`config.mk`:
```
export PLATFORM = sky130hd
export DESIGN_NAME = cb_cfg_sequencer_flat
export DESIGN_NICKNAME = d
export VERILOG_FILES = /design/src/rtl/cb_cfg_sequencer_if.sv /design/src/rtl/cb_cfg_sequencer.sv /design/src/flat_wrapper.sv
export SDC_FILE = /design/constraint.sdc
export NUM_CORES = 1
export LEC_CHECK = 0
export CAP_MARGIN = 30
export CORE_MARGIN = 2
export CORE_UTILIZATION = 51
export CTS_BUF_LIST = sky130_fd_sc_hd__clkbuf_4 sky130_fd_sc_hd__clkbuf_8
export DETAILED_ROUTE_END_ITERATION = 8
export PLACE_DENSITY_LB_ADDON = 0.3
export SYNTH_ARGS = -nofsm -noshare
export SYNTH_HDL_FRONTEND = slang
export SYNTH_SLANG_ARGS = --single-unit
```
`constraint.sdc`:
```
create_clock -name clk -period 4.97 [get_ports clk]
set_clock_uncertainty 0.1 [all_clocks]
set_input_delay 0.994 -clock clk [delete_from_list [all_inputs] [get_ports clk]]
set_output_delay 0.994 -clock clk [all_outputs]
set_load 0.02 [all_outputs]
```
`src/rtl/cb_cfg_sequencer_if.sv`:
```
// Config request / config bus interface for cb_cfg_sequencer.
// Contents:
//   req_valid, req_ready, req_addr, req_data  - request handshake from the config master
//   config_addr, config_data, config_en       - replayed write bus toward the cb config ports
//   idle, done                                - sequencer status
// Modports:
//   master - the requesting side; it drives the request and observes the bus and status.
//   slave  - the sequencer side; it accepts requests and drives the bus and status.

interface cb_cfg_sequencer_if;
  logic        req_valid;
  logic        req_ready;
  logic [31:0] req_addr;
  logic [31:0] req_data;
  logic [31:0] config_addr;
  logic [31:0] config_data;
  logic        config_en;
  logic        idle;
  logic        done;

  modport master (
    output req_valid, req_addr, req_data,
    input  req_ready, config_addr, config_data, config_en, idle, done
  );

  modport slave (
    input  req_valid, req_addr, req_data,
    output req_ready, config_addr, config_data, config_en, idle, done
  );
endinterface

```
`src/rtl/cb_cfg_sequencer.sv`:
```
// Configuration sequencer for connection-box tiles.
// Config write requests are buffered in a small FIFO. Each one is replayed onto the shared
// config bus with config_en held for EN_CYCLES edges, followed by SETTLE_CYCLES idle cycles.
// Ports:
//   clk          - clock, rising edge
//   reset        - synchronous, active-high reset
//   bus          - cb_cfg_sequencer_if.slave (request handshake, config bus, idle/done status)
//   write_count  - [15:0] saturating count of issued writes (only with CFG_WRITE_COUNT_EN)
// Optional feature: define CFG_WRITE_COUNT_EN to add the write_count output.

module cb_cfg_sequencer #(
  parameter int unsigned DEPTH         = 4,
  parameter int unsigned EN_CYCLES     = 2,
  parameter int unsigned SETTLE_CYCLES = 1
) (
  input  logic                     clk,
  input  logic                     reset,
  cb_cfg_sequencer_if.slave        bus
`ifdef CFG_WRITE_COUNT_EN
  ,
  output logic [15:0]              write_count
`endif
);

  localparam int unsigned AW = (DEPTH > 1) ? $clog2(DEPTH) : 1;
  localparam int unsigned CW = AW + 1;
  localparam int unsigned EW = (EN_CYCLES > 1) ? $clog2(EN_CYCLES) : 1;
  localparam int unsigned SW = (SETTLE_CYCLES > 1) ? $clog2(SETTLE_CYCLES) : 1;

  localparam logic [EW-1:0] EnLoad    = EW'(EN_CYCLES - 1);
  // The reload value is only used when a settle phase exists.
  localparam logic [SW-1:0] SetLoad   = (SETTLE_CYCLES > 0) ? SW'(SETTLE_CYCLES - 1) : '0;
  localparam bit            HasSettle = (SETTLE_CYCLES > 0);
  localparam logic [CW-1:0] FullCount = CW'(DEPTH);

  localparam logic [1:0] ST_IDLE   = 2'd0;
  localparam logic [1:0] ST_ISSUE  = 2'd1;
  localparam logic [1:0] ST_SETTLE = 2'd2;

  // FIFO storage and pointers; DEPTH is a power of two so pointers wrap naturally.
  logic [63:0]   mem_q [DEPTH];
  logic [AW-1:0] wr_ptr_q, rd_ptr_q;
  logic [CW-1:0] count_q, count_d;
  logic          full, empty, push, pop;

  logic [1:0]    state_q, state_d;
  logic          en_q, en_d;
  logic [31:0]   addr_q, addr_d;
  logic [31:0]   data_q, data_d;
  logic [EW-1:0] en_cnt_q, en_cnt_d;
  logic [SW-1:0] set_cnt_q, set_cnt_d;
  logic          done_q, done_d;

  assign full  = (count_q == FullCount);
  assign empty = (count_q == '0);
  // Ready depends only on registered occupancy, so a full FIFO stays not-ready even when popping.
  assign push  = bus.req_valid && !full;

  always_comb begin
    count_d = count_q;
    unique case ({push, pop})
      2'b10:   count_d = count_q + 1'b1;
      2'b01:   count_d = count_q - 1'b1;
      default: count_d = count_q;
    endcase
  end

  always_ff @(posedge clk) begin
    if (push) begin
      mem_q[wr_ptr_q] <= {bus.req_addr, bus.req_data};
    end
  end

  always_ff @(posedge clk) begin
    if (reset) begin
      wr_ptr_q <= '0;
      rd_ptr_q <= '0;
      count_q  <= '0;
    end else begin
      if (push) wr_ptr_q <= wr_ptr_q + 1'b1;
      if (pop)  rd_ptr_q <= rd_ptr_q + 1'b1;
      count_q <= count_d;
    end
  end

  always_comb begin
    state_d   = state_q;
    en_d      = en_q;
    addr_d    = addr_q;
    data_d    = data_q;
    en_cnt_d  = en_cnt_q;
    set_cnt_d = set_cnt_q;
    pop       = 1'b0;
    unique case (state_q)
      ST_IDLE: begin
        if (!empty) begin
          pop              = 1'b1;
          {addr_d, data_d} = mem_q[rd_ptr_q];
          en_d             = 1'b1;
          en_cnt_d         = EnLoad;
          state_d          = ST_ISSUE;
        end
      end
      ST_ISSUE: begin
        if (en_cnt_q == '0) begin
          en_d = 1'b0;
          if (HasSettle) begin
            set_cnt_d = SetLoad;
            state_d   = ST_SETTLE;
          end else begin
            state_d = ST_IDLE;
          end
        end else begin
          en_cnt_d = en_cnt_q - 1'b1;
        end
      end
      ST_SETTLE: begin
        en_d = 1'b0;
        if (set_cnt_q == '0) begin
          state_d = ST_IDLE;
        end else begin
          set_cnt_d = set_cnt_q - 1'b1;
        end
      end
      default: begin
        en_d    = 1'b0;
        state_d = ST_IDLE;
      end
    endcase
  end

  // Pulse when the last queued write has finished: returning to IDLE with nothing left to pop.
  assign done_d = (state_d == ST_IDLE) && (state_q != ST_IDLE) && (count_d == '0);

  always_ff @(posedge clk) begin
    if (reset) begin
      state_q   <= ST_IDLE;
      en_q      <= 1'b0;
      addr_q    <= '0;
      data_q    <= '0;
      en_cnt_q  <= '0;
      set_cnt_q <= '0;
      done_q    <= 1'b0;
    end else begin
      state_q   <= state_d;
      en_q      <= en_d;
      addr_q    <= addr_d;
      data_q    <= data_d;
      en_cnt_q  <= en_cnt_d;
      set_cnt_q <= set_cnt_d;
      done_q    <= done_d;
    end
  end

  assign bus.req_ready   = !full;
  assign bus.config_addr = addr_q;
  assign bus.config_data = data_q;
  assign bus.config_en   = en_q;
  assign bus.idle        = empty && (state_q == ST_IDLE);
  assign bus.done        = done_q;

`ifdef CFG_WRITE_COUNT_EN
  logic [15:0] write_count_q;

  // Counts IDLE->ISSUE transitions, which coincide exactly with pops.
  always_ff @(posedge clk) begin
    if (reset) begin
      write_count_q <= '0;
    end else if (pop && (write_count_q != 16'hFFFF)) begin
      write_count_q <= write_count_q + 16'd1;
    end
  end

  assign write_count = write_count_q;
`endif

endmodule
```
`src/flat_wrapper.sv`:
```
// flat-port wrapper written by rule: the top's interface ports become plain ports
module cb_cfg_sequencer_flat 
#(
  parameter int unsigned DEPTH         = 4,
  parameter int unsigned EN_CYCLES     = 2,
  parameter int unsigned SETTLE_CYCLES = 1
)
  (clk, reset, bus_req_valid, bus_req_addr, bus_req_data, bus_req_ready, bus_config_addr, bus_config_data, bus_config_en, bus_idle, bus_done);
  cb_cfg_sequencer_if bus_i ();
  input  logic clk;
  input  logic reset;
  input wire logic [$bits(bus_i.req_valid)-1:0] bus_req_valid;
  input wire logic [$bits(bus_i.req_addr)-1:0] bus_req_addr;
  input wire logic [$bits(bus_i.req_data)-1:0] bus_req_data;
  output wire logic [$bits(bus_i.req_ready)-1:0] bus_req_ready;
  output wire logic [$bits(bus_i.config_addr)-1:0] bus_config_addr;
  output wire logic [$bits(bus_i.config_data)-1:0] bus_config_data;
  output wire logic [$bits(bus_i.config_en)-1:0] bus_config_en;
  output wire logic [$bits(bus_i.idle)-1:0] bus_idle;
  output wire logic [$bits(bus_i.done)-1:0] bus_done;
  assign bus_i.req_valid = bus_req_valid;
  assign bus_i.req_addr = bus_req_addr;
  assign bus_i.req_data = bus_req_data;
  assign bus_req_ready = bus_i.req_ready;
  assign bus_config_addr = bus_i.config_addr;
  assign bus_config_data = bus_i.config_data;
  assign bus_config_en = bus_i.config_en;
  assign bus_idle = bus_i.idle;
  assign bus_done = bus_i.done;
  cb_cfg_sequencer #(.DEPTH(DEPTH), .EN_CYCLES(EN_CYCLES), .SETTLE_CYCLES(SETTLE_CYCLES)) u_core (.clk(clk), .reset(reset), .bus(bus_i));
endmodule
```
==> Implementation_results.wiki <==
{| class="wikitable"
! Metric !! Value
|-
| Mean instance size in the synthesized netlist || 21.6 sq um
|-
| Final setup vio count || 0
|-
| Final Hold Vio Count || 0
|-
| Placeable core region || 22700 sq um
|-
| Power density normalized to cell area || 558 nW/um^2
|-
| Drt via density || 5.64
|-
| Critical R2R Capture || u_core.bus.done
|-
| Post_cts resized || 0
|-
| Maximum ir drop on the vdd rail || 0.302 mV
|-
| Die boundary height || 156 microns
|-
| Count of cells along the worst hold path || 1
|-
| Residual DRC count || 0
|-
| Top Usage Layer GRT || met2
|-
| Largest fanout on the critical path || 7
|-
| Sort of element at the end of the critical path || output pin
|-
| Worst path required time || 3.88 ns
|-
| Highest Clock Rate || 293 MHz
|-
| Bufs on Longest Clock Path || 3
|-
| Hold path startpoint || u_core.bus.config_addr[0]
|-
| Final critical-path share of the clock period || 0.687
|-
| Async set-reset flop share out of synthesis || 0
|-
| Net count of the finished layout || 785
|-
| Drt first pass iters || 4
|-
| Post-Layout Cell Count || 1035
|-
| Cell area after technology mapping || 11800 sq um
|-
| Pins over their slew limit || 0
|-
| Reg2Reg Launch Point || u_core.count_q[0]
|-
| DRC marker count from the first detailed-route iteration || 292
|-
| Post-CTS setup-driven buffer insertion count || 0
|-
| Synth-to-Final Area Change || 23.0%
|-
| Most instantiated flip-flop cell in the synthesis netlist || sky130_fd_sc_hd__edfxtp_1
|-
| Slew @ Worst Pin || 0.858 ns
|-
| Setup repair after global routing missed its margin || false
|-
| Global Route met2 Usage || 0.324
|-
| Maximum number of pins on one net before global-route repair || 65
|-
| Library cell used as clock root buffer || sky130_fd_sc_hd__clkbuf_8
|-
| Top-Level Pins || 135
|-
| Leakage component of the power || 4.86 nW
|-
| Port Buffers || 134
|-
| Library cells used by synthesis || 35
|-
| Worst setup slack before clock tree synthesis || 1.63 ns
|-
| Status || finished, final reports clean
|-
| Die Footprint || 24400 sq um
|-
| Cells along the critical path || or3_1, nor3_1, clkdlybuf4s50_1
|-
| Post-DRT Antenna Nets || 0
|-
| Slack of the worst reg-to-reg path || 2.24 ns
|-
| End of the worst hold path || u_core.bus.config_addr[0]
|-
| Cells on worst reg2reg path || 8
|-
| Design Power || 8.12 mW
|-
| Number of global-route vias before repair || 6445
|-
| Count of fill cells added during filler insertion || 1560
|-
| Final worst-path setup slack || 1.56 ns
|-
| HPWL reported at the end of detailed placement || 12600 microns
|-
| Average wire per standard cell || 21.3 microns
|-
| Rel. slew slack || 0.428
|-
| Antenna diode count || 0
|-
| Path class of the lowest-slack min-delay path || reg2reg
|-
| Post-placement cell count || 944
|-
| Classification of the worst setup path || reg2out
|-
| Post-route cell area || 14600 sq um
|-
| Synthesized netlist cell count || 549
|-
| Final TNS setup || 0 ns
|-
| Worst path arrival time || 2.32 ns
|-
| Met1 capacity usage during global routing || 0.225
|-
| Area occupied by multi-input gates || 2400 sq um
|-
| Sequential-to-total area share from yosys stat || 0.778
|-
| Via count || 5833
|-
| CTS HTree Levels || 2
|-
| Grt total ovfl || 0
|-
| Worst skew pair latency || 0.56 ns
|-
| Number of standard-cell rows in the floorplan || 55
|-
| Layout cells sized above 1 || 0.227
|-
| Post-synth EDFFs || 256
|-
| Total of hold buffers inserted after clock tree synthesis || 0
|-
| #FFs+latches synth || 332
|-
| Met3 Use GR || 0.0487
|-
| First-pass GRT wire length || 34300 microns
|-
| Num CTS Buffers || 51
|-
| Starting Density || 0.521
|-
| Initial antenna violation count || 0
|-
| Final weighted congestion of routability-driven global placement || 0.749
|-
| Critical Path Source Type || flip-flop
|-
| Slowest Stage Delay on Critical Path || 0.64 ns
|-
| Clock edge transition at the registers on the reported setup and hold paths || 0.06 ns
|-
| Post-layout minimum cycle time || 3.41 ns
|-
| Area used by sequential logic in the layout || 9220 sq um
|-
| Slowest cell on crit path || sky130_fd_sc_hd__clkdlybuf4s50_1
|-
| Number of maximum-capacitance constraint violations || 0
|-
| Post-Synthesis Net Count || 622
|-
| Total placed instance area || 13500 sq um
|-
| Final routed wirelength across all metal layers || 22100 microns
|-
| Warnings, synthesis || 0
|-
| Chip Width || 156 microns
|-
| TritonCTS clock tree || built
|-
| TritonCTS sink count || 332
|-
| GRT Total Usage || 0.185
|}
-- cell usage after synthesis (2+ instances only) --
cell | instances | share of area
sky130_fd_sc_hd__edfxtp_1 | 256 | 0.65
sky130_fd_sc_hd__ha_1 | 5 | 0.0053
sky130_fd_sc_hd__or3_1 | 2 | 0.0011
sky130_fd_sc_hd__nor2_1 | 7 | 0.0022
sky130_fd_sc_hd__and3_1 | 4 | 0.0021
sky130_fd_sc_hd__clkbuf_1 | 9 | 0.0029
sky130_fd_sc_hd__a21o_1 | 2 | 0.0013
sky130_fd_sc_hd__a21oi_1 | 6 | 0.0025
sky130_fd_sc_hd__o21ai_0 | 2 | 0.00085
sky130_fd_sc_hd__buf_4 | 2 | 0.0013
sky130_fd_sc_hd__dfxtp_1 | 76 | 0.13
sky130_fd_sc_hd__nand2_1 | 2 | 0.00063
sky130_fd_sc_hd__nand3_1 | 2 | 0.00085
sky130_fd_sc_hd__mux4_2 | 64 | 0.12
sky130_fd_sc_hd__inv_1 | 5 | 0.0016
sky130_fd_sc_hd__a22o_1 | 65 | 0.048
sky130_fd_sc_hd__nor3_1 | 3 | 0.0013
sky130_fd_sc_hd__buf_6 | 12 | 0.011
sky130_fd_sc_hd__buf_2 | 8 | 0.0034
sky130_fd_sc_hd__nand3b_1 | 2 | 0.0013
-- critical path, delay by kind of cell (launching register included) --
| kind | cells | cell delay, ns |
|---|---|---|
| DFF | 1 | 0.38 |
| and+or+nand+nor | 2 | 0.73 |
| buffers and inverters | 1 | 0.64 |
-- area by class of cell --
type	count	area share
Timing Repair Buffer	142	0.105
Clock inverter	16	0.00696
Sequential cell	332	0.633
Clock buffer	75	0.0645
Inverter	5	0.00129
Tap cell	285	0.0245
Multi-Input combinational cell	180	0.165
-- stage by stage --
stage          utilization  hold slack, ns
2_1_floorplan            -           0.362
3_3_place_gp         0.588           0.362
3_5_place_dp         0.595           0.365
4_1_cts              0.641           0.380
5_1_grt              0.641           0.395
6_report             0.641           0.376
-- sequential cells by signal, summed over array words and instances (netlist names) --
register / flops
u_core.bus.config_addr: 32
u_core.bus.config_data: 32
u_core.bus.config_en: 1
u_core.bus.done: 1
u_core.count_q: 3
u_core.en_cnt_q: 1
u_core.mem_q: 256
u_core.rd_ptr_q: 2
u_core.state_q: 2
u_core.wr_ptr_q: 2
-- worst max path at each step --
stage	startpoint	to	slack, ns	cells after the start
finish	u_core.count_q[0]	bus_idle	1.56	3
global route	u_core.count_q[0]	bus_idle	1.44	3
CTS	u_core.count_q[0]	bus_idle	1.49	3
detailed placement	reset	u_core.bus.config_addr[2]	1.63	4
global placement	reset	u_core.bus.config_data[7]	1.71	4
floorplan	bus_req_valid	u_core.mem_q[1][0]	1.64	2
-- power breakdown --
group,internal (mW),total [mW],switching [mW]
Combinational,1.08,2.17,1.09
Clock,1.26,2.23,0.974
Sequential,3.45,3.71,0.265
-- cells by family (layout without fill, tap and decap cells) --
family / Yosys count / after routing / share of synthesized area
AO/OA/AOI/OAI: 80 / 80 / 0.0571
XOR/XNOR: 2 / 2 / 0.00148
adder cells (fa/ha/maj): 6 / 6 / 0.00698
buffers and inverters: 37 / 238 / 0.0208
flip-flops: 332 / 332 / 0.778
multiplexers: 65 / 65 / 0.123
AND/OR/NAND/NOR: 27 / 27 / 0.0129
-- per-layer routing --
layer | routed length (microns) | share of wire
met1 | 8750 | 0.40
met2 | 11400 | 0.52
met3 | 1490 | 0.067
met4 | 463 | 0.021
met5 | 0 | 0
-- placed cells by master, fill, tap and decap left out, drive strengths merged, types with 2 or more instances in the layout --
| cell type | instances |
|---|---|
| buf | 8 |
| clkdlybuf4s50 | 134 |
| mux4 | 64 |
| nand3 | 2 |
| a21oi | 7 |
| nand2 | 2 |
| a22o | 65 |
| or3 | 2 |
| a21o | 2 |
| nor3 | 3 |
| inv | 5 |
| ha | 5 |
| nand3b | 2 |
| dfxtp | 76 |
| edfxtp | 256 |
| nor2 | 7 |
| clkbuf | 75 |
| and3 | 5 |
| clkinv | 15 |
| o21ai | 2 |
(Power assumes the default switching activity.)
